## src/rtl/mlp_pkg.sv

```systemverilog
// Shared FSM state type, write-select encoding, default tile geometry and
// word-count helpers for the MLP stream loader.
package mlp_pkg;

  typedef enum logic [2:0] {
    IDLE,
    IFMAP,
    WEIGHT,
    BIAS,
    DONE
  } state_t;

  localparam logic [1:0] SEL_IFMAP  = 2'd0;
  localparam logic [1:0] SEL_WEIGHT = 2'd1;
  localparam logic [1:0] SEL_BIAS   = 2'd2;

  localparam int DEF_DATA_W   = 8;
  localparam int DEF_LANES    = 4;
  localparam int DEF_TILE_IN  = 64;
  localparam int DEF_TILE_OUT = 64;

  function automatic int calc_ni(input int tile_in, input int lanes);
    return tile_in / lanes;
  endfunction

  function automatic int calc_nw(input int tile_out, input int ni);
    return tile_out * ni;
  endfunction

  function automatic int calc_nb(input int tile_out);
    return tile_out;
  endfunction

endpackage

```

## src/rtl/mlp_phase_counter.sv

```systemverilog
// Loadable up-counter with a terminal-count flag; used both for the buffer
// word address and for the pass index.
module mlp_phase_counter #(
  parameter int W = 10
) (
  input  logic         clk,
  input  logic         rst,
  input  logic         load,
  input  logic [W-1:0] load_val,
  input  logic         inc,
  input  logic [W-1:0] last,
  output logic [W-1:0] count,
  output logic         tc
);

  always_ff @(posedge clk) begin
    if (rst) begin
      count <= '0;
    end else if (load) begin
      count <= load_val;
    end else if (inc) begin
      count <= count + W'(1);
    end
  end

  assign tc = (count == last);

endmodule

```

## src/rtl/mlp_stream_loader.sv

```systemverilog
// Streams one pass of ifmap, weight and bias words into the GLB buffers.
// Optional error monitor (err / err_cnt) is enabled by LOADER_ERR_CHECK_EN.
module mlp_stream_loader
  import mlp_pkg::*;
#(
  parameter int DATA_W     = DEF_DATA_W,
  parameter int LANES      = DEF_LANES,
  parameter int TILE_IN    = DEF_TILE_IN,
  parameter int TILE_OUT   = DEF_TILE_OUT,
  parameter int MAX_PASSES = 2,
  localparam int BUS_W     = DATA_W * LANES,
  localparam int PASS_W    = (MAX_PASSES > 1) ? $clog2(MAX_PASSES) : 1
) (
  input  logic              clk,
  input  logic              rst,
  input  logic              mode,
  input  logic              ready,
  input  logic [BUS_W-1:0]  data_in,
  input  logic              data_vld,
  output logic              data_rdy,
  output logic              wr_en,
  output logic [1:0]        wr_sel,
  output logic [9:0]        wr_addr,
  output logic [BUS_W-1:0]  wr_data,
  output logic [PASS_W-1:0] pass_idx,
  output logic              busy,
  output logic              load_done,
  output logic              layer_done
`ifdef LOADER_ERR_CHECK_EN
  ,
  output logic              err,
  output logic [7:0]        err_cnt
`endif
);

  localparam int NI     = calc_ni(TILE_IN, LANES);
  localparam int NW     = calc_nw(TILE_OUT, NI);
  localparam int NB     = calc_nb(TILE_OUT);
  localparam int ADDR_W = 10;

  state_t            state;
  logic              mode_q;
  logic              accept;
  logic [1:0]        cur_sel;
  logic [ADDR_W-1:0] addr;
  logic [ADDR_W-1:0] addr_last;
  logic              addr_tc;
  logic [PASS_W-1:0] pass_cnt;
  logic              pass_tc;
  logic              last_pass;
  logic              in_done;

  assign accept    = data_vld && data_rdy;
  assign in_done   = (state == DONE);
  assign last_pass = !mode_q || pass_tc;
  assign pass_idx  = pass_cnt;

  always_comb begin
    cur_sel   = SEL_IFMAP;
    addr_last = '0;
    case (state)
      IFMAP: begin
        cur_sel   = SEL_IFMAP;
        addr_last = ADDR_W'(NI - 1);
      end
      WEIGHT: begin
        cur_sel   = SEL_WEIGHT;
        addr_last = ADDR_W'(NW - 1);
      end
      BIAS: begin
        cur_sel   = SEL_BIAS;
        addr_last = ADDR_W'(NB - 1);
      end
      default: ;
    endcase
  end

  // Address restarts at 0 on the last word of each buffer, so it is already
  // 0 when the next buffer (or the next pass) begins.
  mlp_phase_counter #(.W(ADDR_W)) u_addr_cnt (
    .clk      (clk),
    .rst      (rst),
    .load     (accept && addr_tc),
    .load_val ('0),
    .inc      (accept && !addr_tc),
    .last     (addr_last),
    .count    (addr),
    .tc       (addr_tc)
  );

  mlp_phase_counter #(.W(PASS_W)) u_pass_cnt (
    .clk      (clk),
    .rst      (rst),
    .load     (in_done && last_pass),
    .load_val ('0),
    .inc      (in_done && !last_pass),
    .last     (PASS_W'(MAX_PASSES - 1)),
    .count    (pass_cnt),
    .tc       (pass_tc)
  );

  always_ff @(posedge clk) begin
    if (rst) begin
      state      <= IDLE;
      mode_q     <= 1'b0;
      busy       <= 1'b0;
      data_rdy   <= 1'b0;
      load_done  <= 1'b0;
      layer_done <= 1'b0;
      wr_en      <= 1'b0;
      wr_sel     <= '0;
      wr_addr    <= '0;
      wr_data    <= '0;
    end else begin
      load_done  <= 1'b0;
      layer_done <= 1'b0;
      wr_en      <= accept;
      if (accept) begin
        wr_sel  <= cur_sel;
        wr_addr <= addr;
        wr_data <= data_in;
      end
      case (state)
        IDLE: begin
          if (ready) begin
            state    <= IFMAP;
            mode_q   <= mode;
            busy     <= 1'b1;
            data_rdy <= 1'b1;
          end
        end
        IFMAP: begin
          if (accept && addr_tc) state <= WEIGHT;
        end
        WEIGHT: begin
          if (accept && addr_tc) state <= BIAS;
        end
        BIAS: begin
          // DONE coincides with the registered write of the final bias word.
          if (accept && addr_tc) begin
            state      <= DONE;
            data_rdy   <= 1'b0;
            load_done  <= 1'b1;
            layer_done <= last_pass;
          end
        end
        DONE: begin
          state <= IDLE;
          busy  <= 1'b0;
        end
        default: begin
          state    <= IDLE;
          busy     <= 1'b0;
          data_rdy <= 1'b0;
        end
      endcase
    end
  end

`ifdef LOADER_ERR_CHECK_EN
  logic [1:0] err_events;
  logic [8:0] err_sum;

  // A stray ready and a stray data_vld in the same cycle count as two events.
  always_comb begin
    err_events = {1'b0, (ready && state != IDLE)} +
                 {1'b0, (data_vld && (state == IDLE || state == DONE))};
    err_sum    = {1'b0, err_cnt} + {7'd0, err_events};
  end

  always_ff @(posedge clk) begin
    if (rst) begin
      err     <= 1'b0;
      err_cnt <= '0;
    end else if (err_events != 2'd0) begin
      err     <= 1'b1;
      err_cnt <= err_sum[8] ? 8'hFF : err_sum[7:0];
    end
  end
`endif

endmodule

```

## config.mk

```make
export PLATFORM = sky130hd
export DESIGN_NAME = mlp_stream_loader
export DESIGN_NICKNAME = d
export VERILOG_FILES = /design/src/rtl/mlp_pkg.sv /design/src/rtl/mlp_phase_counter.sv /design/src/rtl/mlp_stream_loader.sv
export SDC_FILE = /design/constraint.sdc
export NUM_CORES = 1
export LEC_CHECK = 0
export ABC_CLOCK_PERIOD_IN_PS = 3290
export CAP_MARGIN = 20
export CORE_ASPECT_RATIO = 0.8
export CORE_UTILIZATION = 48
export CTS_CLUSTER_SIZE = 25
export DETAILED_ROUTE_END_ITERATION = 6
export PLACE_DENSITY = 0.88
export SLEW_MARGIN = 25
export SYNTH_ARGS = -nofsm -noshare
export SYNTH_HDL_FRONTEND = slang
export SYNTH_SLANG_ARGS = --single-unit
```

## constraint.sdc

```tcl
create_clock -name clk -period 3.29 [get_ports clk]
set_clock_uncertainty 0.2 [all_clocks]
set_input_delay 0.658 -clock clk [delete_from_list [all_inputs] [get_ports clk]]
set_output_delay 0.658 -clock clk [all_outputs]
set_load 0.02 [all_outputs]
```

======== Yosys cells after proc, flatten, opt, wreduce, memory -nomap -nowiden ========
Cells that the tools add are included.
operators by class
  $add $sub $neg .......................... 2
  equal/unequal tests ..................... 9
  muxes and demuxes ....................... 12
  bitwise logic cells ..................... 4
  reduce and logical (&&, ||, !) cells .... 20
operator list
  kind                                                 count
  case mux 10 bit (3 select lines)                     1
  two-way mux 3 bit                                    4
  case mux 3 bit (4 select lines)                      1
  adder 10 x 1 -> 10 bit, second input constant        1
  equality test 10 bit                                 1
  OR reduction 3 bit                                   3
  equality test 3 x 2 -> 1 bit, second input constant  2
  != test 2 x 1 -> 1 bit, second input constant        3
  OR reduction 2 bit                                   3
  logical AND 1 bit                                    5
  inverter 1 bit                                       4
  case mux 2 bit (2 select lines)                      1
  AND reduction 2 bit                                  2
  AND reduction 4 bit                                  1
  equality test 3 x 1 -> 1 bit, second input constant  1
  equality test 3 bit, second input constant           1
  zero test 1 bit                                      3
  zero test 3 bit                                      1
  two-way mux 1 bit                                    3
  case mux 1 bit (3 select lines)                      1
  AND reduction 3 bit                                  1
  != test 2 bit, second input constant                 1
  case mux 1 bit (2 select lines)                      1
  adder 1 bit, second input constant                   1
  logical OR 1 bit                                     1
word-level totals
  bits in registers ....................... 64
  output and inout bits ................... 50

======== Logic depth before layout (Yosys ltp) ========
  depth in word-level cells ............... 6
  mapped depth ............................ 6

======== By module ========
A second synthesis with hierarchy kept.
second synthesis, totals
  cells, all modules ...................... 322
  area total of the unflattened synthesis .. 2696.3 um^2
by module, submodules not included
  module                           instances  cells an instance  area an instance (um^2)
  mlp_stream_loader                1          237                1968.1
  mlp_phase_counter at u_addr_cnt  1          79                 668.1
  mlp_phase_counter at u_pass_cnt  1          6                  60.1

======== Worst setup path after synthesis ========
Ideal clock, no wire load.
  path type ............................... register -> register
  start point ............................. register state[1]
  end point ............................... register layer_done
  setup time .............................. 65 ps
  data arrival time ....................... 1774 ps
  data required time ...................... 3025 ps
  path slack .............................. 1251 ps
  cell stages (with the launch flop) ...... 7
  path buffers ............................ 1
  cell sequence ........................... dfxtp_1 buf_2 or3b_1 mux2i_1 or3_4 nor4_4 nor2b_1
on the way
  word-level cells in the longest chain between the ends .. 6
  elaborated cells between the ends (all ways) .. 9
  classes of those cells .................. eq/ne (4); mux (1); bitwise (2); reduce/logical (2)
RTL lines
  element                                               RTL line                                           RTL
  start: declaration                                    mlp_stream_loader.sv:41                            state_t state;
  start signal: assignment                              mlp_stream_loader.sv:104                           state <= IDLE;
  start signal: assignment                              mlp_stream_loader.sv:126                           state <= IFMAP;
  start signal: assignment                              mlp_stream_loader.sv:133                           if (accept && addr_tc) state <= WEIGHT;
  equality test 3 x 2 -> 1 bit (tied with other cells)  mlp_stream_loader.sv:61, mlp_stream_loader.sv:123
  case mux 10 bit (3 select lines)                      mlp_stream_loader.sv:61                            case (state)
  equality test 10 bit                                  mlp_phase_counter.sv:26                            assign tc = (count == last);
  logical AND 1 bit                                     mlp_stream_loader.sv:140                           if (accept && addr_tc) begin
  inverter 1 bit (no source line)                       n/a
  OR reduction 3 bit (no source line) *                 n/a
  end signal: assignment                                mlp_stream_loader.sv:144                           layer_done <= last_pass;
  end: declaration                                      mlp_stream_loader.sv:28                            output logic layer_done
Every way passes the cells marked *; elsewhere a longest branch is shown, timed or not.
A chain may end at the register's enable or synchronous reset.

======== Worst setup path in the final report ========
  start point ............................. register state[1]
  end point ............................... register state[0]
on the way
  word-level cells in the longest chain between the ends .. 6
  elaborated cells between the ends (all ways) .. 13
  classes of those cells .................. eq/ne (8); mux (2); reduce/logical (3)
RTL lines
  element                                                                       RTL line
  equality test 3 x 2 -> 1 bit or equality test 3 x 1 -> 1 bit (tied branches)  mlp_stream_loader.sv:61, mlp_stream_loader.sv:123
  case mux 10 bit (3 select lines)                                              mlp_stream_loader.sv:61
  equality test 10 bit                                                          mlp_phase_counter.sv:26
  logical AND 1 bit                                                             mlp_stream_loader.sv:133, mlp_stream_loader.sv:136, mlp_stream_loader.sv:140
  != test 2 x 1 -> 1 bit (no source line)                                       n/a
  AND reduction 4 bit (no source line)                                          n/a
Parallel ways exist; a longest one is shown, timed or not.

==> results.cfg <==
[synth]
syn_avg_cell_area_um2 = 8.16
synth_edf_count = 0
synth_top_area_share_pct = 52.0
synth_warnings = 0
synthTopCellsByArea = dfxtp_1, nand2_1, a21oi_1
synthesis.nets = 340
syn_inst = 302
ys_seq_area_share_pct = 52.0
ys_ff_latch = 64
yosys.cell_types.count = 33
synth_top_cell_by_area = dfxtp_1
ys_async_sr_fraction_pct = 0
syn_area_um2 = 2460
synthFlopType = dfxtp_1

[setup_path]
crit_path_end_kind = flop
start_kind = flop
required_ps = 3340
worstSetupPathType = flop to flop
cp_max_fo = 10
arrival_ps = 2470

[cts]
root_buffer = clkbuf_8
cts_tree = yes
h-tree-depth = 3
clkSlewWorstSetupHoldPaths_ps = 70
cts.sinks = 64
postCtsSetupRepairBufs = 0
clockBufferDepth = 2
ctsResizeCount = 0
cts_hold_buf = 0
worst_skew_pair.late_latency_ps = 340
cts-buffers-inserted = 9

[global_routing]
antenna_found_initial = 0
grt_pass1_vias = 2191
gr-total-overflow = 0
grt_start_max_net_pins = 55
grtUsageTotal_pct = 24.6
grt_pass1_wl_mm = 9.85

[placement]
post-place-ws_ps = 731
portBuffers = 86
detailed_place_hpwl_mm = 3.88
place_inst = 432
routabilityCongestion = 0.784
dpl-instance-area_um2 = 3340

[timing]
worst_slack_ps = 866
min_period_ps = 2420
fin_tns_setup_ps = 0
finalMaxSlewViolations = 0
rsz0062_at_grt = no
finalCritPeriodShare_pct = 73.7
fmax_mhz = 413
tightest_slew_ps = 773
finalHoldViolCount = 0
max_slew_margin_pct = 48.5
final-setup-viol-count = 0

[route]
drc = 0
wire_per_inst_um = 13.0
first_iter_violations = 150
route.vias.total = 2340
drt-pass1-iter-count = 4
vias_per_cell = 5.22
wl_mm = 5.84
ant_nets = 0

[hold_path]
hold_path_class = flop to flop

[power_and_ir_drop]
power_density_nw_per_um2 = 517
p_leak_nw = 1.28
vdd_ir_drop_max_uv = 447

[status]
outcome = completed

[cells_and_area]
layout.nets = 421
multi_input_area_um2 = 1090
design_area_um2 = 3590
final_cells = 448
drive_gt1_share_pct = 7.47
n_fill_cell = 372
diodes = 0
utilization_pct = 75.3
area_growth_pct = 45.6
regArea_um2 = 1280

[floorplanning]
rows = 22
die_x_um = 82.1
start_util_pct = 51.7
die_h_um = 66.1
die_area_um2 = 5420
core_um2 = 4760
ioPinCount = 87

[run]
maxCapViolations = 0
[cells in the final DEF (no fill, tap or decap), drive strengths merged, types with 2 or more instances in the layout]
master	count
clkbuf	11
nand3	9
nor4	10
nand3b	2
xor2	3
a211oi	2
dfxtp	64
o21ai	3
bufinv	3
nand2	95
clkdlybuf4s50	85
nor2b	3
and3	2
clkinv	2
nor2	19
and4	2
or3	2
buf	6
mux2i	4
a21oi	50
[routing by layer]
metal | wire length [um] | up-vias | share of wire, % | track usage [%]
met4 | 93 | 0 | 1.6 | 11.0
met3 | 673 | 10 | 12 | 14.3
met5 | 0 | - | 0 | 0
met1 | 2400 | 1073 | 41 | 27.2
met2 | 2680 | 83 | 46 | 37.7
li1 | - | 1174 | - | -
[cell usage after synthesis (2+ instances only)]
library cell	n
nand3b_1	2
xor2_1	3
buf_6	2
mux2i_1	4
dfxtp_1	64
buf_1	2
clkbuf_1	16
nor4_1	7
nor2b_1	3
a21oi_1	50
nor4_2	2
nand3_1	9
nor2_1	19
and4_1	2
a211oi_1	2
nand2_1	95
o21ai_0	3
and3_1	2
[through the flow]
step                power (mW)  hold WS [ps]
floorplan                0.946           252
CTS                       1.87           256
global placement          1.05           240
finish                    1.85           254
detailed placement        1.06           248
global route              1.93           268
[cells by family after synthesis]
family | count (synthesis) | share of synthesized area (%)
AND/OR/NAND/NOR | 150 | 28.0
buffers and inverters | 21 | 3.86
AO/OA/AOI/OAI | 57 | 11.9
XOR/XNOR | 4 | 1.42
flip-flops | 64 | 52.0
adder cells (fa/ha/maj) | 1 | 0.508
multiplexers | 5 | 2.23
[final cells by class]
type	instances	share of cell area, %
Sequential cell	64	35.7
Multi-Input combinational cell	217	30.4
Timing Repair Buffer	91	24.9
Clock buffer	11	3.94
Clock inverter	5	2.90
Tap cell	60	2.09
[critical path: stages, from the launching register on]
cell      delay, ps
dfxtp_1         530
or3b_1          440
mux2i_1         190
nor4_1          650
a211oi_1        190
nor4_2          150
[final timing paths]
check / start / to / slack [ps] / cells past startpoint
worst max-delay path: state[1] / state[0] / 870 / 5
worst min-delay path: wr_data[17] / wr_data[17] / 250 / 2
worst max register to register: state[1] / state[0] / 870 / 5
worst min register to register: wr_data[17] / wr_data[17] / 250 / 2
[flip-flops by register name, summed over array words and instances, names as in the netlist, 2 cells and up]
name              count
wr_addr              10
wr_sel                2
state                 3
wr_data              32
u_addr_cnt.count     10
[where the power goes]
group,total (mW),internal (mW),switching [mW]
Sequential,0.818,0.801,0.0174
Clock,0.816,0.524,0.292
Combinational,0.220,0.106,0.115
Power figures use the tool's default switching activity.
